[src/rtl/cursor_grid_ctrl.sv]
// Cursor controller for the ship-placement grid: synchronised active-low buttons drive a
// registered (row, col) anchor and orientation, with hold-to-repeat and footprint clamping.
module cursor_grid_ctrl #(
    parameter int unsigned ROWS       = 5,
    parameter int unsigned COLS       = 5,
    parameter int unsigned IDX_W      = 3,
    parameter int unsigned LEN_W      = 3,
    parameter int unsigned REP_DELAY  = 8,
    parameter int unsigned REP_PERIOD = 4,
    parameter int unsigned WRAP       = 0
) (
    input  logic             clk,
    input  logic             rst,
    input  logic             move_up,
    input  logic             move_down,
    input  logic             move_left,
    input  logic             move_right,
    input  logic             rotate,
    input  logic             enable,
    input  logic [LEN_W-1:0] ship_len,
    output logic [IDX_W-1:0] row,
    output logic [IDX_W-1:0] col,
    output logic             horiz,
    output logic             moved,
    output logic             blocked
);

    localparam int unsigned CNT_MAX = (REP_DELAY > REP_PERIOD) ? REP_DELAY : REP_PERIOD;
    localparam int unsigned CNT_W   = $clog2(CNT_MAX + 1);
    localparam logic [CNT_W-1:0] DELAY_LAST  = CNT_W'(REP_DELAY);
    localparam logic [CNT_W-1:0] PERIOD_LAST = CNT_W'(REP_PERIOD - 1);

    typedef enum logic [1:0] {ST_IDLE, ST_DELAY, ST_REPEAT} state_t;
    typedef enum logic [2:0] {DIR_NONE, DIR_UP, DIR_DOWN, DIR_LEFT, DIR_RIGHT} dir_t;

    // Bit order {rotate, up, down, left, right}; all active low.
    logic [4:0]       btn_s1;
    logic [4:0]       btn_s2;
    logic             rot_prev;
    logic             rot_fall;
    dir_t             active_dir;

    state_t           state_q;
    state_t           state_d;
    logic [CNT_W-1:0] cnt_q;
    logic [CNT_W-1:0] cnt_d;
    dir_t             dir_q;
    dir_t             dir_d;
    logic             step;

    logic [LEN_W-1:0] len_eff;
    logic [IDX_W-1:0] span_row;
    logic [IDX_W-1:0] span_col;
    logic [IDX_W-1:0] lim_row;
    logic [IDX_W-1:0] lim_col;
    logic [IDX_W-1:0] row_n;
    logic [IDX_W-1:0] col_n;
    logic             horiz_n;
    logic             refused;
    logic             changed;

    // rot_prev keeps tracking while disabled so edges seen then are dropped, not deferred.
    always_ff @(posedge clk or negedge rst) begin
        if (!rst) begin
            btn_s1   <= '1;
            btn_s2   <= '1;
            rot_prev <= 1'b1;
        end else begin
            btn_s1   <= {rotate, move_up, move_down, move_left, move_right};
            btn_s2   <= btn_s1;
            rot_prev <= btn_s2[4];
        end
    end

    assign rot_fall = rot_prev & ~btn_s2[4];

    always_comb begin
        active_dir = DIR_NONE;
        if (!btn_s2[3])      active_dir = DIR_UP;
        else if (!btn_s2[2]) active_dir = DIR_DOWN;
        else if (!btn_s2[1]) active_dir = DIR_LEFT;
        else if (!btn_s2[0]) active_dir = DIR_RIGHT;
    end

    always_ff @(posedge clk or negedge rst) begin
        if (!rst) begin
            state_q <= ST_IDLE;
            cnt_q   <= '0;
            dir_q   <= DIR_NONE;
        end else begin
            state_q <= state_d;
            cnt_q   <= cnt_d;
            dir_q   <= dir_d;
        end
    end

    // A direction change drops to IDLE for one cycle; IDLE then issues the fresh step.
    always_comb begin
        state_d = state_q;
        cnt_d   = cnt_q;
        dir_d   = dir_q;
        step    = 1'b0;
        if (enable) begin
            case (state_q)
                ST_IDLE: begin
                    if (active_dir != DIR_NONE) begin
                        step    = 1'b1;
                        state_d = ST_DELAY;
                        cnt_d   = '0;
                        dir_d   = active_dir;
                    end
                end
                ST_DELAY: begin
                    if (active_dir != dir_q) begin
                        state_d = ST_IDLE;
                    end else if (cnt_q == DELAY_LAST) begin
                        step    = 1'b1;
                        state_d = ST_REPEAT;
                        cnt_d   = '0;
                    end else begin
                        cnt_d = cnt_q + CNT_W'(1);
                    end
                end
                ST_REPEAT: begin
                    if (active_dir != dir_q) begin
                        state_d = ST_IDLE;
                    end else if (cnt_q == PERIOD_LAST) begin
                        step  = 1'b1;
                        cnt_d = '0;
                    end else begin
                        cnt_d = cnt_q + CNT_W'(1);
                    end
                end
                default: state_d = ST_IDLE;
            endcase
        end
    end

    // Rotate and clamp first, then apply the step against the new legal range.
    always_comb begin
        len_eff  = (ship_len == '0) ? LEN_W'(1) : ship_len;
        span_row = (32'(len_eff) > ROWS) ? '0 : IDX_W'(ROWS - 32'(len_eff));
        span_col = (32'(len_eff) > COLS) ? '0 : IDX_W'(COLS - 32'(len_eff));
        lim_row  = IDX_W'(ROWS - 1);
        lim_col  = IDX_W'(COLS - 1);
        horiz_n  = horiz;
        row_n    = row;
        col_n    = col;
        refused  = 1'b0;
        if (enable) begin
            horiz_n = horiz ^ rot_fall;
            if (horiz_n) lim_col = span_col;
            else         lim_row = span_row;
            if (row > lim_row) row_n = lim_row;
            if (col > lim_col) col_n = lim_col;
            if (step) begin
                case (active_dir)
                    DIR_UP: begin
                        if (row_n != '0)   row_n = row_n - IDX_W'(1);
                        else if (WRAP != 0) row_n = lim_row;
                        else               refused = 1'b1;
                    end
                    DIR_DOWN: begin
                        if (row_n < lim_row) row_n = row_n + IDX_W'(1);
                        else if (WRAP != 0)  row_n = '0;
                        else                 refused = 1'b1;
                    end
                    DIR_LEFT: begin
                        if (col_n != '0)   col_n = col_n - IDX_W'(1);
                        else if (WRAP != 0) col_n = lim_col;
                        else               refused = 1'b1;
                    end
                    DIR_RIGHT: begin
                        if (col_n < lim_col) col_n = col_n + IDX_W'(1);
                        else if (WRAP != 0)  col_n = '0;
                        else                 refused = 1'b1;
                    end
                    default: ;
                endcase
            end
        end
        changed = (row_n != row) || (col_n != col) || (horiz_n != horiz);
    end

    always_ff @(posedge clk or negedge rst) begin
        if (!rst) begin
            row     <= '0;
            col     <= '0;
            horiz   <= 1'b1;
            moved   <= 1'b0;
            blocked <= 1'b0;
        end else begin
            row     <= row_n;
            col     <= col_n;
            horiz   <= horiz_n;
            moved   <= changed;
            blocked <= refused & ~changed;
        end
    end

endmodule

[config.mk]
export PLATFORM = sky130hd
export DESIGN_NAME = cursor_grid_ctrl
export DESIGN_NICKNAME = d
export VERILOG_FILES = /design/src/rtl/cursor_grid_ctrl.sv
export SDC_FILE = /design/constraint.sdc
export NUM_CORES = 1
export LEC_CHECK = 0
export ABC_AREA = 1
export CORE_UTILIZATION = 53
export DETAILED_ROUTE_END_ITERATION = 10
export PLACE_DENSITY = 0.7
export SKIP_CTS_REPAIR_TIMING = 1
export SKIP_LAST_GASP = 1
export SLEW_MARGIN = 0
export SYNTH_ARGS = -nofsm -noshare
export SYNTH_HDL_FRONTEND = slang
export SYNTH_SLANG_ARGS = --single-unit
[constraint.sdc]
create_clock -name clk -period 4.1 [get_ports clk]
set_input_delay 0.41 -clock clk [delete_from_list [all_inputs] [get_ports clk]]
set_output_delay 0.41 -clock clk [all_outputs]
set_load 0.02 [all_outputs]
==> results.yml <==
die:
  die_x_um: 67.7
  start_util_pct: 56.3
  ioPinCount: 20
  die_area_sq_um: 4580
  core_area_sq_um: 4060
  core.rowCount: 23
  die_h_um: 67.7
drt:
  route.detailed.drc: 0
  dr_total_vias: 2009
  top_layer_used: "met4"
  met2_wirelength_um: 2300
  vias_per_cell: 5.31
  drtPass1Iterations: 4
  final_antenna_net_count: 0
  wl_um: 4790
  met1Wirelength_um: 2250
  drt_iter0_markers: 141
  wl_per_cell_um: 12.7
  dr_wl_met3_um: 208
cts:
  cts.sinks: 29
  clk_pin_slew_ns: 0.08
  cts_tree: "yes"
  insertion_delay_ns: 0.29
  cts_made_buffers: 5
  clockRootBuffer: "clkbuf_8"
  clock_path_buffers: 2
  htreeDepth: 2
yosys:
  yosys_warnings: 0
  yosys.area.top_type: "dfrtp_1"
  synth_top_flop_cell: "dfrtp_1"
  synth_seq_area_share_pct: 32.4
  synthesis.nets: 332
  yosysUniqueCellTypes: 36
  yosys_register_bits: 29
  async_flop_share_pct: 100
  synth_top_area_share_pct: 18.6
  ys_top_cells_by_area: "dfrtp_1, dfstp_2, ha_1, nand2_1, inv_1"
  synth_area_sq_um: 2290
  avgSynthCellArea_sq_um: 7.59
  synth_edf_count: 0
  syn_inst: 301
global_routing:
  grt_pass1_wl_um: 7890
  grt_pass1_vias: 1785
  antenna_found_initial: 0
  grt_max_degree: 30
  grt_usage_pct: 23.4
  grt.overflow.total: 0
critical_path:
  crit_type: "flop to flop"
  cp.arrival_ns: 3.82
  crit_path_start_kind: "flop"
  cp_max_fo: 6
  worst_ep_required_time_ns: 4.33
  critPathCaptureType: "flop"
pwr:
  p_sw_mw: 0.799
  comb_power_share_pct: 57.6
  p_sw_share_pct: 46.7
  p_per_area_nw_per_um2: 645
  p_seq_share_pct: 24.4
  p_leak_nw: 1.37
  power.total_mw: 1.71
  ir_worst_vdd_mv: 0.306
  internal_power_mw: 0.913
  pwr-share-clk_pct: 18.1
timing:
  setup_ws_ns: 0.515
  slew_violations: 0
  setup_viol: 0
  hold_viol_final: 0
  max_freq_ghz: 0.279
  tns_ns: 0
  fin_crit_sh_pct: 87.4
  worstMarginPinSlew_ns: 0.416
  fin_skew_ns: 0.00606
  rsz0062_at_grt: "no"
  whs_ns: 0.348
  relSlewSlack_pct: 72.0
  fin_crit_ns: 3.58
placed_design:
  place_ws_ns: 0.266
  dpl.hpwl_um: 3830
  dp_cells: 370
  io_buffers: 19
  place_area_sq_um: 2540
  gp_congestion: 0.876
final_layout:
  nFillCells: 375
  final_common_cell: "nand2_1"
  nets: 358
  utilization_pct: 65.5
  area_delta_synth_final_pct: 16.2
  post_route_cells_drive_above_1_share_pct: 18.3
  n_antenna_cell: 0
  stdcell_count: 378
  layout_common_cells: "nand2_1, inv_1, nand3_1"
  finish.instance_area_sq_um: 2660
job:
  drv_cap: 0
status:
  status: "finished, final reports clean"
min_path:
  hp-class: "flop to flop"
==> kinds of logic after synthesis <==
group                    after synthesis  share of synthesized area (%)
adder cells (fa/ha/maj)               20                           10.9
multiplexers                           3                           1.42
buffers and inverters                 56                           9.41
AO/OA/AOI/OAI                         38                           9.96
AND/OR/NAND/NOR                      147                           32.8
XOR/XNOR                               8                           3.07
flip-flops                            29                           32.4
==> power by group through the flow <==
stage                     clock network, mW  logic (mW)  registers [mW]
after global routing                  0.323        1.13           0.430
after global placement                    0       0.966           0.421
after detailed placement                  0       0.985           0.424
after CTS                             0.312       0.988           0.419
final                                 0.309       0.985           0.418
after floorplan                           0       0.720           0.447
==> final cells by class <==
class | instances | area [sq um] | share of cell area, %
Clock buffer | 5 | 68.8 | 2.59
Clock inverter | 3 | 46.3 | 1.74
Inverter | 54 | 203 | 7.63
Multi-Input combinational cell | 216 | 1330 | 50.1
Sequential cell | 29 | 741 | 27.9
Tap cell | 50 | 62.6 | 2.36
Timing Repair Buffer | 21 | 205 | 7.72
==> layer usage <==
layer	vias to the layer above	GRT usage, %
li1	1030	-
met1	920	29.5
met2	55	39.5
met3	4	5.24
met4	0	7.18
met5	-	0
==> Yosys cell counts (2+ instances only) <==
master    n
nand2_1  61
inv_1    50
nand3_1  28
ha_1     20
nor2_1   20
dfrtp_1  17
nand2_2  13
a21oi_1  12
dfstp_2  12
o21ai_0  12
nand4_1   7
xor2_1    7
nand3_2   6
inv_2     4
nor2_2    3
a21oi_2   2
a22oi_1   2
mux2_2    2
nand2_4   2
nor3_1    2
nor3_4    2
o21ai_2   2
o22ai_1   2
==> worst max-delay path, cell delays in order, from the launching register on <==
cell and delay (ns):
dfstp_2 0.55, nand2_1 0.09, nand2_1 0.13, nand2_1 0.12, nor3_1 0.32, inv_1 0.14
ha_1 0.34, nand3_2 0.07, nand2_1 0.08, nand2_2 0.09, o21ai_2 0.28, inv_1 0.11
ha_1 0.19, nand2_1 0.08, nand2_1 0.08, inv_1 0.08, nor2_1 0.04, nor2_1 0.13
a21oi_2 0.09, nand3_1 0.11, nand2_1 0.06, inv_1 0.04, nand2_1 0.04, nor2_1 0.11
nand3_2 0.10, nor2_2 0.08
==> path summary, 6_finish.rpt <==
path                       slack (ns)         to  depth (start not counted)  startpoint
setup / recovery                 0.52    blocked                         25    rot_prev
hold / removal                   0.35  btn_s2[1]                          0   btn_s1[1]
setup reg to reg                 0.52    blocked                         25    rot_prev
hold reg to reg                  0.35  btn_s2[1]                          0   btn_s1[1]
max in group asynchronous        3.29  btn_s2[3]                          2         rst
min in group asynchronous        0.49    blocked                          2         rst
==> sequential cells by signal, indices dropped and copies added, names as in the netlist <==
| register | cells |
|---|---|
| btn_s1 | 5 |
| btn_s2 | 5 |
| cnt_q | 4 |
| col | 3 |
| dir_q | 3 |
| row | 3 |
| state_q | 2 |
| blocked | 1 |
| horiz | 1 |
| moved | 1 |
| rot_prev | 1 |
No activity file was read; power rests on OpenSTA's default activity.
==> edit: new RTL, same settings <==
Set the parameter `LEN_W` to 5 (it was 3).
--- a/src/rtl/cursor_grid_ctrl.sv
+++ b/src/rtl/cursor_grid_ctrl.sv
@@ -6,3 +6,3 @@
     parameter int unsigned IDX_W      = 3,
-    parameter int unsigned LEN_W      = 3,
+    parameter int unsigned LEN_W      = 5,
     parameter int unsigned REP_DELAY  = 8,
Ports: changed (resized ship_len); port bits go from 20 to 22. The function was not compared with the original's and may differ.
==> edit against the original RTL <==
  * Die area down 0.32%
  * Total power grew 25%
  * Combinational power grew 42%
  * Area after synthesis decreased by 0.33%
  * Core utilization rose by 3.9 points
  * Via count rose by 5.0%
  * Register-to-register slack worse by 0.18 ns
  * Worst setup slack worse by 0.22 ns
  * Global-route usage rose by 1.0 points
  * Sequential power is 5.3% higher
  * Sequential cell count stayed put
  * Wire length grew 5.0%
  * Largest power group unchanged
  * Final area increased by 5.9%
==> edit: results (changes against the original RTL) <==
Top FF cell, synth -> dfrtp_1 (unchanged)
cts bufs inserted -> 5 (unchanged)
WHS Endpoint -> btn_s2[0]$_DFF_PN1_ (was btn_s2[1]$_DFF_PN1_)
fmax -> 263 MHz (was 279 MHz)
status -> completed (unchanged)
Pleak -> 1.49 nW (was 1.37 nW)
area of placed instances -> 2650 um^2 (was 2540 um^2)
xor and xnor fraction of the mapped netlist area -> 0.0148 (was 0.0307)
Cell variety after synth -> 37 (was 36)
initial antenna violation count -> 0 (unchanged)
Synth area leaders -> dfrtp_1 19%, dfstp_2 14%, ha_1 13% (was dfrtp_1 19%, dfstp_2 14%, ha_1 11%)
Via density -> 5.18 (was 5.31)
Port Buffers -> 21 (was 19)
hold path depth -> 0 (unchanged)
CTS root buffer -> clkbuf_8 (unchanged)
Tot GR Track Use -> 0.245 (was 0.234)
Peak VDD IR -> 0.000418 V (was 0.000306 V)
first-pass GRT wire length -> 8190 um (was 7890 um)
mux share of post-synthesis cell area -> 0 (was 0.0142)
number of global-route vias before repair -> 1970 (was 1785)
share of post-route cells with drive strength above 1 -> 0.190 (was 0.183)
Worst R2R Setup Slack -> 0.34 ns (was 0.52 ns)
R2R depth -> 28 (was 25)
worst skew pair latency -> 0.29 ns (about the same)
CP peak stage delay -> 0.48 ns (was 0.55 ns)
fraction of the mapped netlist area in adder cells -> 0.132 (was 0.109)
filler cell count -> 346 (was 375)
Slew Limit Headroom -> 0.575 (was 0.720)
most instantiated cells after synthesis -> 72 x nand2_1, 47 x inv_1, 45 x nand3_1 (was 61 x nand2_1, 50 x inv_1, 28 x nand3_1)
Async S/R FF share, synth -> 1.00 (unchanged)
worst hold start -> btn_s1[0]$_DFF_PN1_ (was btn_s1[1]$_DFF_PN1_)
Min Hold Slack -> 0.356 ns (was 0.348 ns)
dpl hpwl -> 3940 um (was 3830 um)
skew final -> 0.0126 ns (was 0.00606 ns)
sequential fraction of the synthesis area -> 0.325 (was 0.324)
worst-path maximum fanout -> 4 (was 6)
CTS Buffer Depth -> 2 (unchanged)
Regs by FF count -> btn_s1 x5, btn_s2 x5, cnt_q x4 (unchanged)
syn_nets -> 351 (was 332)
worst setup path end -> blocked$_DFF_PN0_ (unchanged)
Worst Path Arrival -> 4.04 ns (was 3.82 ns)
Cells after DPL -> 397 (was 370)
GPL Wtd Cong -> 0.896 (was 0.876)
drt pass-1 iters -> 4 (unchanged)
vias -> 2110 (was 2009)
largest net degree at the start of global routing -> 23 (was 30)
Routed WL -> 5030 um (was 4790 um)
pre-CTS WS -> -0.231 ns (was 0.266 ns)
Final #Nets -> 393 (was 358)
Crit. Startpoint -> ship_len[4] (was rot_prev$_DFF_PN1_)
HP Class -> flip-flop to flip-flop (unchanged)
Worst path slowest cell -> clkdlybuf4s50_1 (was dfstp_2)
initial drt markers -> 126 (was 141)
Crit Reg-Reg Startpoint -> rot_prev$_DFF_PN1_ (unchanged)
synth warn -> 0 (unchanged)
Gate Count Post-Synth -> 314 (was 301)
Synth Area in Compound Gates -> 0.0983 (was 0.0996)
CP delay by family, top -> simple AND/OR/NAND/NOR gates (unchanged)
-- edit: cell types whose count changed after synthesis, moves of 3 or more --
cell     unedited run  this run
inv_1              50        47
nand2_1            61        72
o21ai_0            12        15
xor2_1              7         1
nand2_2            13         4
nand3_1            28        45
ha_1               20        24
-- edit: layout make-up --
cell class	count	area (um^2)	area share
Tap cell	50	62.6	0.0222
Sequential cell	29	741	0.263
Timing Repair Buffer	40	358	0.127
Multi-Input combinational cell	227	1340	0.475
Clock buffer	5	68.8	0.0245
Inverter	53	201	0.0716
Clock inverter	3	45.0	0.0160
-- edit: per-layer routing --
metal | GRT usage | up-vias | wire length, um
met5 | 0 | - | 0
met4 | 0.0904 | 0 | 89
met3 | 0.0490 | 8 | 186
met2 | 0.436 | 41 | 2490
met1 | 0.286 | 959 | 2270
li1 | - | 1102 | -
-- edit: power by group --
group / internal, mW / switching, mW
combinational: 0.587 / 0.813
clock: 0.182 / 0.121
sequential: 0.364 / 0.0759
total: 1.13 / 1.01
